==> src/rtl/rf_pkg.sv <==
// Shared widths, protected-range constants and requester ids for rf_arbiter.
// Latency: n/a (declarations only).
// Backpressure: n/a.
package rf_pkg;

    localparam int RF_DEPTH = 16;
    localparam int RF_DW    = 8;
    localparam int RF_AW    = 4;

    localparam logic [RF_AW-1:0] PROT_ADDR_LO = 4'd14;
    localparam logic [RF_AW-1:0] PROT_ADDR_HI = 4'd15;

    typedef enum logic {
        REQ0 = 1'b0,
        REQ1 = 1'b1
    } req_id_t;

    // Protected window is exactly the two top entries; equality tests
    // avoid a relational compare that is constant-true at the top end.
    function automatic logic is_prot_addr(input logic [RF_AW-1:0] addr);
        return (addr == PROT_ADDR_LO) || (addr == PROT_ADDR_HI);
    endfunction

endpackage

==> src/rtl/rr_arb2.sv <==
// Two-way round-robin arbiter with a registered priority pointer.
// Latency: grant is combinational from valid; pointer moves at the edge after a grant.
// Backpressure: a requester that is not granted simply holds valid; it wins within 2 cycles.
//
// Ports: clk, reset (sync, active-high), valid[1:0] requests, grant[1:0] one-hot grant.
module rr_arb2
    import rf_pkg::*;
(
    input  logic       clk,
    input  logic       reset,
    input  logic [1:0] valid,
    output logic [1:0] grant
);

    req_id_t prio;

    // No grants while reset is held so nothing handshakes during reset.
    always_comb begin
        grant = 2'b00;
        if (!reset) begin
            if (valid == 2'b11) begin
                grant = (prio == REQ0) ? 2'b01 : 2'b10;
            end else begin
                grant = valid;
            end
        end
    end

    // Priority passes to the other requester after every completed grant.
    always_ff @(posedge clk) begin
        if (reset) begin
            prio <= REQ0;
        end else if (grant[0]) begin
            prio <= REQ1;
        end else if (grant[1]) begin
            prio <= REQ0;
        end
    end

endmodule

==> src/rtl/rf_arbiter.sv <==
// Arbitrates two write and two read requesters onto a 1W/1R register file.
// Latency: write/read grants combinational; read data and rd_rvalid registered, 1 cycle.
// Backpressure: wr_ready/rd_ready are the grants; losers hold valid and win next cycle.
//
// Ports: clk, reset (sync, active-high); wr_valid/wr_addr/wr_data -> wr_ready;
//        rd_valid/rd_addr -> rd_ready, rd_rvalid/rd_rdata; rf_we/rf_ptr_w/rf_di write port;
//        rf_ptr_a/rf_do_a read port; err_prot/err_src sticky protected-write error.
module rf_arbiter
    import rf_pkg::*;
#(
    parameter bit PROT_EN = 1'b1
) (
    input  logic                   clk,
    input  logic                   reset,
    input  logic [1:0]             wr_valid,
    input  logic [1:0][RF_AW-1:0]  wr_addr,
    input  logic [1:0][RF_DW-1:0]  wr_data,
    output logic [1:0]             wr_ready,
    input  logic [1:0]             rd_valid,
    input  logic [1:0][RF_AW-1:0]  rd_addr,
    output logic [1:0]             rd_ready,
    output logic [1:0]             rd_rvalid,
    output logic [RF_DW-1:0]       rd_rdata,
    output logic                   rf_we,
    output logic [RF_AW-1:0]       rf_ptr_w,
    output logic [RF_DW-1:0]       rf_di,
    output logic [RF_AW-1:0]       rf_ptr_a,
    input  logic [RF_DW-1:0]       rf_do_a,
    output logic                   err_prot,
    output logic [1:0]             err_src
);

    logic [1:0] wr_gnt;
    logic [1:0] rd_gnt;
    logic       wr_sel;
    logic       rd_sel;
    logic       wr_prot;

    rr_arb2 u_wr_arb (
        .clk   (clk),
        .reset (reset),
        .valid (wr_valid),
        .grant (wr_gnt)
    );

    rr_arb2 u_rd_arb (
        .clk   (clk),
        .reset (reset),
        .valid (rd_valid),
        .grant (rd_gnt)
    );

    assign wr_ready = wr_gnt;
    assign rd_ready = rd_gnt;

    // Grants are one-hot, so bit 1 alone selects the winning lane.
    assign wr_sel  = wr_gnt[1];
    assign rd_sel  = rd_gnt[1];
    assign wr_prot = PROT_EN && is_prot_addr(wr_addr[wr_sel]);

    // A protected write still handshakes but never reaches the write port;
    // the port stays all-zero whenever nothing is being written.
    always_comb begin
        rf_we    = 1'b0;
        rf_ptr_w = '0;
        rf_di    = '0;
        if ((|wr_gnt) && !wr_prot) begin
            rf_we    = 1'b1;
            rf_ptr_w = wr_addr[wr_sel];
            rf_di    = wr_data[wr_sel];
        end
    end

    always_comb begin
        rf_ptr_a = '0;
        if (|rd_gnt) begin
            rf_ptr_a = rd_addr[rd_sel];
        end
    end

    // rf_do_a reflects the array before this cycle's write lands, so a
    // same-cycle read of the written address returns the old value.
    always_ff @(posedge clk) begin
        if (reset) begin
            rd_rvalid <= 2'b00;
            rd_rdata  <= '0;
            err_prot  <= 1'b0;
            err_src   <= 2'b00;
        end else begin
            rd_rvalid <= rd_gnt;
            if (|rd_gnt) begin
                rd_rdata <= rf_do_a;
            end
            if ((|wr_gnt) && wr_prot) begin
                err_prot <= 1'b1;
                err_src  <= err_src | wr_gnt;
            end
        end
    end

endmodule

==> config.mk <==
export PLATFORM = sky130hd
export DESIGN_NAME = rf_arbiter
export DESIGN_NICKNAME = d
export VERILOG_FILES = /design/src/rtl/rf_pkg.sv /design/src/rtl/rr_arb2.sv /design/src/rtl/rf_arbiter.sv
export SDC_FILE = /design/constraint.sdc
export NUM_CORES = 1
export LEC_CHECK = 0
export ABC_AREA = 1
export BUFFER_PORTS_ARGS = -buffer_cell sky130_fd_sc_hd__buf_2
export CELL_PAD_IN_SITES_DETAIL_PLACEMENT = 1
export CELL_PAD_IN_SITES_GLOBAL_PLACEMENT = 2
export CORE_UTILIZATION = 16
export CTS_CLUSTER_SIZE = 16
export DETAILED_ROUTE_END_ITERATION = 8
export PLACE_DENSITY_LB_ADDON = 0.1
export SLEW_MARGIN = 5
export SYNTH_ARGS = -nofsm -noshare
export SYNTH_HDL_FRONTEND = slang
export SYNTH_SLANG_ARGS = --single-unit
export TNS_END_PERCENT = 30
==> constraint.sdc <==
create_clock -name clk -period 1.3 [get_ports clk]
set_input_delay 0.065 -clock clk [delete_from_list [all_inputs] [get_ports clk]]
set_output_delay 0.065 -clock clk [all_outputs]
set_load 0.01 [all_outputs]
==> flow_summary.ini, run 1 <==
[setup_path]
max_stage_delay_ns = 0.34
cp_slowest_cell = dfxtp_2
cp_top_family = simple AND/OR/NAND/NOR gates
cpMostUsedCell = nand2_4
ff2ff_path_depth = 9
path_max_fanout = 8
rrSetupSlack_ns = 0.08
reg2reg_to = err_src[0]
critPathCaptureType = primary output
critPathBufInv = 3
crit_path_cell_trace = inv_2 -> nand2_4 -> nand2_8 -> nand2_4 -> nand2_4 -> nand3_4 -> nand2_4 -> buf_12 -> a21oi_2 -> buf_2
required_ns = 1.24
crit_path_start_kind = register
path_class = reg -> out
worstPathArrival_ns = 1.49
rr_startpoint = u_wr_arb.prio

[placement]
dp_hpwl_um = 2870
gp_congestion = 0.770
port_buffers = 79
post-place-ws_ns = -0.142
dp.cells = 294

[clock_tree]
cts.path.max_buffers = 2
cts.clk_slew.worst_paths_ns = 0.06
cts_hold_buf = 0
clockRootBuffer = clkbuf_8
h-tree-depth = 1
cts_made_buffers = 3
cts_num_sinks = 15
clk_latency_ns = 0.24
cts_tree = yes

[die]
die_w_um = 76.7
dieArea_um2 = 5880
rows = 26
die_h_um = 76.7
start_util_pct = 17.0
io_pins = 80
fp.coreArea_um2 = 5240

[grt]
grt_first_pass_wirelength_um = 5930
antenna_found_initial = 0
grt-ovfl-total = 0
grt_max_degree = 14
grt_pass1_vias = 1302
track_usage_pct = 12.3

[cells_and_area]
instances_no_fill = 302
final_common_cell = buf_2
fill_cells = 688
final_cell_mix = 78 x buf_2, 26 x nor2_1, 19 x nand2_1, 19 x buf_4
drive_gt1_share_pct = 57.8
syn_to_final_growth_pct = 86.7
nets = 279
diodes = 0

[detailed_routing]
wl_met1_um = 1500
dr.first_iter.drc_count = 32
route.detailed.wl_per_inst_um = 11.6
met3_length_um = 177
vias = 1230
wirelength_um = 3520
viasPerCell = 4.07
drc = 0
ant_nets = 0
wl_met2_um = 1810
top_layer = met4
dr.pass1.iters = 3

[run]
max-cap-violations = 0

[power_and_ir_drop]
p_leak_nw = 0.891
irDropWorstVdd_v = 0.000559
powerDensity_nw_per_um2 = 819

[worst_hold_path]
hold_class = in -> reg
hold_start = rf_do_a[2]
holdPathEnd = rd_rdata[2]
holdPathStages = 3

[synth]
syn_area_um2 = 892
yosysSeqAreaShare_pct = 33.7
synth_top_family_by_area = simple AND/OR/NAND/NOR gates
synthDistinctLibCells = 21
yosys.area_share.xor_xnor_pct = 0
ys_ff_latch = 15
synthCells = 133
yosys.area_share.simple_pct = 33.4
muxShareOfSynthArea_pct = 1.12
syn-num-nets = 179
yosysWarningCount = 0
synth_compound_area_share_pct = 21.2
synthAdderAreaFrac_pct = 0
synth.avg_cell_area_um2 = 6.71

[sta]
worst_slack_ns = -0.256
hold_violations = 0
tightest_slew_ns = 0.254
relSlewSlack_pct = 83.0
setup_violations = 13
finalCritPeriodShare_pct = 120
clock.fmax_mhz = 643
clock_skew_ns = 0.00210
period_needed_ns = 1.56
rsz0062_at_grt = true
drv_slew = 0

[run_status]
status = finished, violations left
violations = negative setup slack
[what timing repair did]
action / 4_1_cts / 5_1_grt
endpoints found under the setup margin: 19 / 18
setup buffers: 1 / 3
resized for setup: 15 / 14
pin swaps: 3 / 2
[power by group]
| part | internal, W | leakage (nW) | switching [W] |
|---|---|---|---|
| clock | 0.000217 | 0.0228 | 0.000166 |
| sequential | 0.000490 | 0.124 | 0.0000156 |
| combinational | 0.000226 | 0.745 | 0.000250 |
[layer usage]
layer	up-vias	track usage, %
met3	4	1.90
met5	-	0
met2	50	22.1
met4	0	4.04
met1	555	14.8
li1	621	-
[synth_stat cells]
cell | n | share of area [%]
nor2_2 | 1 | 0.70
clkbuf_1 | 1 | 0.42
mux2i_1 | 1 | 1.1
inv_2 | 2 | 0.84
buf_4 | 1 | 0.84
o21ai_0 | 15 | 8.4
nor2_1 | 26 | 11
buf_2 | 1 | 0.56
a21oi_1 | 7 | 3.9
nand2_1 | 25 | 11
nand2_4 | 2 | 2.5
nand4_1 | 3 | 2.1
nor3_1 | 3 | 1.7
inv_1 | 13 | 5.5
dfxtp_1 | 15 | 34
nor2_4 | 1 | 1.3
nand3_2 | 1 | 1.1
nand3_1 | 2 | 1.1
buf_6 | 2 | 2.5
nand2_2 | 2 | 1.4
a21oi_2 | 9 | 8.8
[worst max-delay path by stage]
stage | start | to | slack [ns] | cells after the start
floorplan | u_wr_arb.prio | rf_di[0] | 0.04 | 10
global placement | u_wr_arb.prio | rf_di[6] | -0.08 | 11
detailed placement | u_wr_arb.prio | rf_di[1] | -0.14 | 11
CTS | u_wr_arb.prio | rf_di[1] | -0.27 | 11
global route | u_wr_arb.prio | rf_di[4] | -0.34 | 10
finish | u_wr_arb.prio | rf_di[1] | -0.26 | 10
[cell families (layout without fill, tap and decap cells)]
kind of cell / count (synthesis) / in the layout
and+or+nand+nor: 66 / 66
buffers and inverters: 20 / 119
DFF: 15 / 15
AOI/OAI and AO/OA: 31 / 31
muxes: 1 / 1
[area by class of cell]
| type | count | area [um^2] | share of cell area, % |
|---|---|---|---|
| Sequential cell | 15 | 302 | 18.1 |
| Inverter | 15 | 58.8 | 3.53 |
| Tap cell | 70 | 87.6 | 5.26 |
| Timing Repair Buffer | 100 | 576 | 34.6 |
| Clock buffer | 4 | 45.0 | 2.70 |
| Multi-Input combinational cell | 98 | 597 | 35.8 |
[metrics by stage]
step                      hold slack, ns  util [%]  TNS (ns)  power (W)  cell area [um^2]
after detailed placement           0.299      28.2     -1.43   0.000936              1480
after global routing              0.0455      31.8     -4.06    0.00145              1670
after CTS                         0.0382      29.9     -2.97    0.00135              1560
after global placement             0.288      28.2    -0.890   0.000927              1480
final                             0.0421      31.8     -2.90    0.00136              1670
after floorplan                    0.200         -         0   0.000715               892
[worst register-to-register path, stage by stage (launching register included)]
cell     delay [ns]
dfxtp_2        0.34
inv_2          0.05
nand2_4        0.09
nand2_8        0.09
nand2_4        0.08
nand2_4        0.06
buf_4          0.13
buf_4          0.13
nand4_1        0.09
a21oi_1        0.06
[state kept, by name, indices dropped and copies added (netlist names)]
name / cells
err_src: 2
rd_rdata: 8
u_wr_arb.prio: 1
rd_rvalid: 2
err_prot: 1
u_rd_arb.prio: 1
(Power assumes the default switching activity.)
==> run 2: changes to the inputs <==
--- a/config.mk
+++ b/config.mk
@@ -5,11 +5,12 @@
 export SDC_FILE = /design/constraint.sdc
 export NUM_CORES = 1
 export LEC_CHECK = 0
-export ABC_AREA = 1
+export ABC_AREA = 0
 export BUFFER_PORTS_ARGS = -buffer_cell sky130_fd_sc_hd__buf_2
 export CELL_PAD_IN_SITES_DETAIL_PLACEMENT = 1
 export CELL_PAD_IN_SITES_GLOBAL_PLACEMENT = 2
-export CORE_UTILIZATION = 16
+export CORE_UTILIZATION = 18
+export CTS_BUF_LIST = sky130_fd_sc_hd__clkbuf_8 sky130_fd_sc_hd__clkbuf_16
 export CTS_CLUSTER_SIZE = 16
 export DETAILED_ROUTE_END_ITERATION = 8
 export PLACE_DENSITY_LB_ADDON = 0.1
==> run 2 against run 1 <==
  * The run still ends with negative setup slack left
  * Clock power is essentially flat
  * Critical path type unchanged
  * Wire length shrank 4.1%
  * Global-route usage grew 0.085 points
  * Critical path depth shrank 4
==> flow_summary.ini, run 2 <==
[run_status]
status = finished, violations left
violations = negative setup slack

[synth]
synth_edf_count = 0
async_flop_share_pct = 0
synthDistinctLibCells = 29
syn_area_um2 = 940
syn-num-nets = 163
ys.flop_type = dfxtp_1
synth_common_cells = 15 x dfxtp_1, 15 x nor2_1, 12 x a21oi_1, 10 x nand2_1, 9 x a22oi_2
yosysSeqAreaShare_pct = 32.0
synthCells = 117
synth_area_leaders = dfxtp_1 32%, a22oi_2 12%, a21oi_1 6.4%, nor2_1 6.0%, and3_1 4.0%
yosysWarningCount = 0
ys_ff_latch = 15
synth_top_area_share_pct = 32.0
synth.avg_cell_area_um2 = 8.03
yosys.area.top_type = dfxtp_1

[clock_tree]
cts_made_buffers = 3
cts.clk_slew.worst_paths_ns = 0.07
cts_tree = yes
h-tree-depth = 1
clockRootBuffer = clkbuf_8
cts.path.max_buffers = 2
cts_num_sinks = 15
clk_latency_ns = 0.25
cts_hold_buf = 0

[setup_path]
required_ns = 1.24
worstPathArrival_ns = 1.42
crit_path_start_kind = register
path_class = reg -> out
path_max_fanout = 5
critPathCaptureType = primary output

[placement]
gp_congestion = 0.706
port_buffers = 79
post-place-ws_ns = -0.0883
dp_hpwl_um = 2750

[sta]
period_needed_ns = 1.48
finalCritPeriodShare_pct = 114
relSlewSlack_pct = 40.1
worst_slack_ns = -0.180
tightest_slew_ns = 0.897
drv_slew = 0
clock_skew_ns = 0.00177
rsz0062_at_grt = true
hold_violations = 0
clock.fmax_mhz = 676
setup_violations = 13

[detailed_routing]
drc = 0
route.detailed.wl_per_inst_um = 12.4
viasPerCell = 4.37
wirelength_um = 3370
dr.pass1.iters = 3
vias = 1188
dr.first_iter.drc_count = 25
ant_nets = 0

[grt]
antenna_found_initial = 0
grt_first_pass_wirelength_um = 5330
grt_max_degree = 24
grt-ovfl-total = 0
grt_pass1_vias = 1217
track_usage_pct = 12.4

[cells_and_area]
final_common_cell = buf_2
nets = 252
largest_reg_flops = 8
diodes = 0
top_regs = rd_rdata x8, err_src x2, rd_rvalid x2
fill_cells = 646
drive_gt1_share_pct = 59.0
final_cell_mix = 79 x buf_2, 15 x nor2_1, 13 x dfxtp_1
regMostFlops = rd_rdata
syn_to_final_growth_pct = 73.4

[power_and_ir_drop]
p_leak_nw = 0.807
irDropWorstVdd_v = 0.000272
powerDensity_nw_per_um2 = 814
p_total_w = 0.00133

[die]
io_pins = 80
die_w_um = 74.3
start_util_pct = 19.3
fp.coreArea_um2 = 4880
rows = 25
dieArea_um2 = 5510
die_h_um = 74.3

[worst_hold_path]
hold_class = in -> reg

[run]
max-cap-violations = 0
run 2: cell types whose count changed in the layout (fill, tap and decap cells not counted), moves of 8 or more:
| cell | change |
|---|---|
| a22oi_2 | +9 |
| buf_4 | -9 |
| a21oi_2 | -8 |
| nand2_1 | -9 |
| o21ai_0 | -10 |
| nor2_1 | -11 |
| nand2_4 | -9 |
run 2: critical path, cell delays in order (launching register included):
cell	delay (ns)
dfxtp_2	0.33
nand2b_4	0.15
nand2b_4	0.09
inv_2	0.05
and3_4	0.18
nor4_4	0.21
buf_2	0.17
run 2: layer usage:
metal / vias to the layer above / share of wire [%] / track usage, %
met5: - / 0 / 0
li1: 597 / - / -
met4: 0 / 0.53 / 3.14
met1: 542 / 44 / 15.4
met2: 47 / 48 / 21.5
met3: 2 / 6.7 / 2.98
run 2: final timing paths:
| path | cells past startpoint | slack [ns] | endpoint | start |
|---|---|---|---|---|
| worst max-delay path | 6 | -0.18 | rf_ptr_w[3] | u_wr_arb.prio |
| worst min-delay path | 3 | 0.08 | rd_rdata[0] | rf_do_a[0] |
| worst max register to register | 5 | 0.12 | err_prot | u_wr_arb.prio |
| worst min register to register | 2 | 0.45 | rd_rdata[5] | rd_rdata[5] |
run 2: layout make-up:
class / instances / area, um^2 / share of cell area, %
multi-input combinational: 91 / 684 / 42.0
sequential: 15 / 305 / 18.7
clock buffer: 3 / 41.3 / 2.53
clock inverter: 1 / 5.00 / 0.307
timing repair buffer: 90 / 490 / 30.1
tap: 67 / 83.8 / 5.15
inverter: 5 / 18.8 / 1.15
run 2: power breakdown:
| group | internal, W | switching (W) |
|---|---|---|
| logic | 0.000216 | 0.000223 |
| clock network | 0.000212 | 0.000174 |
| registers | 0.000487 | 0.0000135 |
| total | 0.000915 | 0.000411 |
run 2: cells by family after synthesis:
kind of cell	synth area share (%)
buf+inv	4.53
mux	1.07
compound gates	34.1
flops	32.0
simple gates	28.4
run 2: timing repair:
action	4_1_cts	5_1_grt
buffers inserted	2	0
gates resized for setup	14	5
endpoints found under the setup margin	19	18
cloned	0	0
pin swaps	4	1
run 2: stage by stage:
step / setup TNS, ns / std cells / util, % / instance area [um^2] / hold WS [ns]
3_3_place_gp: -0.439 / 266 / 30.2 / 1480 / 0.335
5_1_grt: -2.96 / 272 / 33.4 / 1630 / 0.0759
6_report: -1.68 / 272 / 33.4 / 1630 / 0.0769
3_5_place_dp: -0.753 / 266 / 30.2 / 1480 / 0.341
4_1_cts: -1.97 / 272 / 32.7 / 1600 / 0.0737
2_1_floorplan: 0 / 117 / - / 940 / 0.226
